$ cat src/rtl/seg_pkg.sv
// Shared types and constants for the serial 7-segment display driver.
package seg_pkg;

  // Transfer sequencer states
  typedef enum logic [1:0] {
    IDLE  = 2'd0,
    SHIFT = 2'd1,
    LATCH = 2'd2
  } seg_state_e;

  // Width of one snapshot: four digits of eight segment bits each
  localparam int FRAME_W = 32;

  // Byte sent for a disabled digit: every segment and the point dark
  localparam logic [7:0] SEG_BLANK = 8'hFF;

  // Active-low segment patterns, bit order {dp,g,f,e,d,c,b,a}, dp dark
  localparam logic [7:0] HEX_SEG [16] = '{
    8'hC0, 8'hF9, 8'hA4, 8'hB0, 8'h99, 8'h92, 8'h82, 8'hF8,
    8'h80, 8'h90, 8'h88, 8'h83, 8'hC6, 8'hA1, 8'h86, 8'h8E
  };

endpackage

$ cat src/rtl/seg_p2s_driver_hex2seg7.sv
// One hex digit to an active-low segment byte with decimal point and blanking.
module hex2seg7
  import seg_pkg::*;
(
  input  logic [3:0] nibble_i,
  input  logic       dp_i,
  input  logic       en_i,
  output logic [7:0] seg_o
);

  logic [7:0] pattern;

  // Look up the glyph, light the point on request, and blank disabled digits
  always_comb begin
    pattern = HEX_SEG[nibble_i];
    seg_o   = SEG_BLANK;
    if (en_i) begin
      seg_o = {pattern[7] & ~dp_i, pattern[6:0]};
    end
  end

endmodule

$ cat src/rtl/seg_p2s_driver.sv
// Snapshots four decoded digits and shifts them MSB-first to an external
// shift-register display chain, then pulses the latch line.
module seg_p2s_driver
  import seg_pkg::*;
#(
  parameter int unsigned DIV = 2
) (
  input  logic        clk,
  input  logic        rst,
  input  logic [15:0] num,
  input  logic [3:0]  point,
  input  logic [3:0]  le,
  input  logic        start,
  output logic        seg_clk,
  output logic        seg_dout,
  output logic        seg_latch,
  output logic        busy,
  output logic        done
);

  localparam logic [7:0] DIV_LAST = 8'(DIV - 1);

  logic [FRAME_W-1:0] frame_d;
  logic [FRAME_W-1:0] frame_q;
  seg_state_e         state_q;
  logic [7:0]         div_cnt_q;
  logic [4:0]         bit_cnt_q;
  logic               seg_clk_q;
  logic               seg_latch_q;
  logic               busy_q;
  logic               done_q;

  // Four decoders build the frame that is captured on an accepted start
  for (genvar i = 0; i < 4; i++) begin : g_digit
    hex2seg7 u_hex2seg7 (
      .nibble_i (num[4*i +: 4]),
      .dp_i     (point[i]),
      .en_i     (le[i]),
      .seg_o    (frame_d[8*i +: 8])
    );
  end

  // Transfer sequencer: divide the clock, shift on falling seg_clk, then latch
  always_ff @(posedge clk) begin
    if (rst) begin
      state_q     <= IDLE;
      frame_q     <= '0;
      div_cnt_q   <= '0;
      bit_cnt_q   <= '0;
      seg_clk_q   <= 1'b0;
      seg_latch_q <= 1'b0;
      busy_q      <= 1'b0;
      done_q      <= 1'b0;
    end else begin
      done_q <= 1'b0;
      case (state_q)
        IDLE: begin
          if (start) begin
            frame_q   <= frame_d;
            seg_clk_q <= 1'b0;
            div_cnt_q <= '0;
            bit_cnt_q <= '0;
            busy_q    <= 1'b1;
            state_q   <= SHIFT;
          end
        end
        SHIFT: begin
          if (div_cnt_q == DIV_LAST) begin
            div_cnt_q <= '0;
            if (!seg_clk_q) begin
              seg_clk_q <= 1'b1;
            end else begin
              seg_clk_q <= 1'b0;
              if (bit_cnt_q == 5'd31) begin
                seg_latch_q <= 1'b1;
                state_q     <= LATCH;
              end else begin
                bit_cnt_q <= bit_cnt_q + 5'd1;
                frame_q   <= frame_q << 1;
              end
            end
          end else begin
            div_cnt_q <= div_cnt_q + 8'd1;
          end
        end
        LATCH: begin
          if (div_cnt_q == DIV_LAST) begin
            div_cnt_q   <= '0;
            seg_latch_q <= 1'b0;
            busy_q      <= 1'b0;
            done_q      <= 1'b1;
            state_q     <= IDLE;
          end else begin
            div_cnt_q <= div_cnt_q + 8'd1;
          end
        end
        default: state_q <= IDLE;
      endcase
    end
  end

  // The data line is the head of the frame; it only moves on falling seg_clk
  assign seg_dout  = frame_q[FRAME_W-1];
  assign seg_clk   = seg_clk_q;
  assign seg_latch = seg_latch_q;
  assign busy      = busy_q;
  assign done      = done_q;

endmodule

$ cat config.mk
export PLATFORM = sky130hd
export DESIGN_NAME = seg_p2s_driver
export DESIGN_NICKNAME = d
export VERILOG_FILES = /design/src/rtl/seg_pkg.sv /design/src/rtl/seg_p2s_driver_hex2seg7.sv /design/src/rtl/seg_p2s_driver.sv
export SDC_FILE = /design/constraint.sdc
export NUM_CORES = 1
export LEC_CHECK = 0
export CAP_MARGIN = 20
export CORE_MARGIN = 5
export CORE_UTILIZATION = 58
export DETAILED_ROUTE_END_ITERATION = 10
export HOLD_SLACK_MARGIN = 0.02
export PLACE_DENSITY = 0.88
export SETUP_SLACK_MARGIN = 0.4
export SKIP_LAST_GASP = 1
export SYNTH_ARGS = -nofsm -noshare
export SYNTH_HDL_FRONTEND = slang
export SYNTH_SLANG_ARGS = --single-unit
$ cat constraint.sdc
create_clock -name clk -period 2.6 [get_ports clk]
set_input_delay 0.52 -clock clk [delete_from_list [all_inputs] [get_ports clk]]
set_output_delay 0.52 -clock clk [all_outputs]
set_load 0.02 [all_outputs]
==> results of run 1 <==
-- critical path: stages, from the launching register on --
cell and delay [ps]:
dfxtp_2 340, inv_2 70, ha_4 110, or4b_4 470
or2_4 290, o32ai_4 320, buf_12 160, buf_12 110
clkbuf_16 160, nand3_1 110, a21oi_1 190
-- path summary, 6_finish.rpt --
check               startpoint      endpoint  slack [ps]  depth (start not counted)
setup / recovery  div_cnt_q[1]  bit_cnt_q[4]         190                         10
hold / removal      frame_q[9]    frame_q[9]         460                          2
setup reg to reg  div_cnt_q[1]  bit_cnt_q[4]         190                         10
hold reg to reg     frame_q[9]    frame_q[9]         460                          2
-- cells in the final DEF, fill, tap and decap left out, types with 4 or more instances in the layout --
cell	n
a21oi_1	40
nand3_1	11
buf_4	18
nor2b_1	5
o211ai_1	10
clkdlybuf4s50_1	30
or3_1	5
dfxtp_1	49
o22ai_1	4
o221ai_2	8
nand2_1	50
a211oi_2	5
o21ai_0	24
a22oi_1	4
ha_1	34
nand2b_1	5
o221ai_1	8
a31oi_1	6
clkbuf_8	5
and3_1	4
inv_1	21
nor2_1	32
buf_12	4
clkbuf_16	4
mux4_2	4
mux2i_1	18
-- routing by layer --
layer	wire (um)	vias up
met2	4990	197
li1	-	1602
met3	613	33
met4	269	0
met1	4020	1639
met5	0	-
-- state kept, by name, summed over array words and instances (netlist names) --
| signal | count |
|---|---|
| frame_q | 32 |
| div_cnt_q | 8 |
| state_q | 2 |
| bit_cnt_q | 5 |
| seg_latch | 1 |
| done | 1 |
| seg_clk | 1 |
| busy | 1 |
-- what timing repair did --
action	4_1_cts	5_1_grt
setup buffers	5	5
pin swaps	12	23
hold buffers	0	0
resized for setup	6	20
cloned	2	4
setup endpoints to repair	37	19
-- final cells by class --
| cell class | instances | area share [%] |
|---|---|---|
| sequential | 51 | 23.6 |
| inverter | 23 | 1.99 |
| timing repair buffer | 60 | 15.8 |
| clock buffer | 6 | 1.67 |
| tap | 75 | 2.16 |
| multi-input combinational | 319 | 53.3 |
| clock inverter | 2 | 1.38 |
-- kinds of logic (layout without fill, tap and decap cells) --
family,after synthesis,count (layout)
compound gates,129,129
xor+xnor,1,1
fa+ha+maj,35,35
buf+inv,51,91
flops,51,51
mux,25,25
simple gates,129,129
-- per-stage QoR --
stage          utilization [%]  setup WS, ps  instance area (um2)
5_1_grt                   73.8           169                 4340
6_report                  73.8           189                 4340
3_5_place_dp              65.1           154                 3830
2_1_floorplan                -           419                 3470
3_3_place_gp              65.1           218                 3830
4_1_cts                   69.5           400                 4090
-- power by group --
| group | switching, W | leakage (nW) | internal [W] |
|---|---|---|---|
| Combinational | 0.000452 | 1.23 | 0.000392 |
| Sequential | 0.0000510 | 0.418 | 0.000859 |
| Clock | 0.000256 | 0.0654 | 0.000385 |
==> summary.txt, run 1 <==
Synth
  • Post-synth top area share: 29.4%
  • EDFF count, synth: 0
  • Avg Cell Area, Syn: 8.24 um2
  • Yosys Warn Count: 0
  • Top cells by area, synth: dfxtp_1 (29%), ha_1 (13%), a21oi_1 (6.1%), nand2_1 (5.4%), mux2i_1 (5.2%)
  • Register area share after synthesis: 29.4%
  • Most frequent cells after synthesis: dfxtp_1 (51), nand2_1 (50), a21oi_1 (42)
  • Largest family of logic cells by synthesized area: compound AO/OA/AOI/OAI gates
  • Asr flop ratio synth: 0%
  • Simple-Gate Fraction of Synth Area: 17.3%
  • Most frequent cell after synthesis: dfxtp_1
  • Main synth FF type: dfxtp_1
  • Post-Syn Instances: 421
  • Syn Nets: 483
  • XOR/XNOR share of the synthesized area: 0.252%
  • Mux cell area share after synthesis: 8.76%
  • Yosys reg bits: 51
  • Area leader, netlist: dfxtp_1
  • Synth Area in Compound Gates: 24.9%
  • Cell area after synthesis: 3470 um2
  • Adder-Cell Fraction of Synth Area: 12.6%
  • Netlist cell types: 50

Timing
  • Post-route setup TNS: 0 ps
  • Fmax: 415 MHz
  • RSZ-0062 raised after global routing: yes
  • Actual slew at the worst max-slew pin: 535 ps
  • Final period util: 92.7%
  • Hold slack final: 460 ps
  • Hold Violations, Final: 0
  • Fin. max-slew vios: 0
  • Tmin final: 2410 ps
  • Skew final: 9.73 ps
  • Relative slew slack: 64.1%
  • Setup violators final: 0

GRT
  • Met3 usage: 3.41%
  • Maximum number of pins on one net before global-route repair: 34
  • All-Layer GR Usage: 21.6%
  • GR Layer Usage met2: 38.4%
  • First-pass GRT wire length: 13.6 mm
  • Grt ovf: 0
  • Most used routing layer: met2
  • M1 GR Usage: 26.8%
  • Vias in the first global route: 3021
  • Antenna violations before repair: 0

Setup path
  • CP max FO: 10
  • Setup CP Type: reg -> reg
  • Crit end category: flop
  • Critical Path RT: 2830 ps
  • Crit path launch type: flop
  • WP data arrival: 2640 ps

Detailed routing
  • Routed vias/inst: 6.48
  • Final WL: 9.89 mm
  • First DRT Iteration DRCs: 339
  • Number of vias in the routed layout: 3471
  • TritonRoute pass-1 iters: 5
  • Post-route ant nets: 0
  • WL/cell: 18.5 um
  • Drt drc: 0

Place
  • Port Buffers: 31
  • Placed insts: 512
  • Post-DP HPWL: 5.41 mm
  • GPL Wtd Cong: 0.898

Floorplanning
  • # IOs: 32
  • Die height: 87.3 um
  • Initial cell density of the core: 58.9%
  • Core area: 5890 um2
  • Std cell rows: 28
  • Die footprint: 7630 um2
  • Die X: 87.3 um

Run status
  • Status: finished, final reports clean

Finish
  • Area of the multi-input gates: 2320 um2
  • Area Growth Syn to Fin: 25.1%
  • # fillers: 382
  • Nets: 522
  • ANT cells: 0
  • Final cell count without fillers: 536
  • Share of cells above drive strength 1: 15.8%
  • Sequential cell area: 1030 um2

Power and ir drop
  • Pwr Total: 0.00239 W
  • Leak: 1.71 nW
  • Maximum VDD drop: 0.000355 V
  • Power density cells: 551 nW/um2

Min path
  • Hold Path Class: reg -> reg

CTS
  • CTS tree: done
  • Skew-Pair Late Insertion Delay: 310 ps
  • Clk sinks: 51
  • Root buffer cell: clkbuf_8
  • H-tree Lvls: 2
  • CTS clk-pin slew, worst paths: 90 ps
  • Max Root-Sink Buffers: 2
  • CTS buffer count: 5

Run
  • Number of max-cap violations: 0
No activity file was read; power rests on OpenSTA's default activity.
==> run 2: changes to the inputs <==
--- a/config.mk
+++ b/config.mk
@@ -5,7 +5,7 @@
 export SDC_FILE = /design/constraint.sdc
 export NUM_CORES = 1
 export LEC_CHECK = 0
-export CAP_MARGIN = 20
+export ABC_AREA = 0
 export CORE_MARGIN = 5
 export CORE_UTILIZATION = 58
 export DETAILED_ROUTE_END_ITERATION = 10
==> results of run 2 <==
Final layout, timing and power as in run 1 (identical DEF).
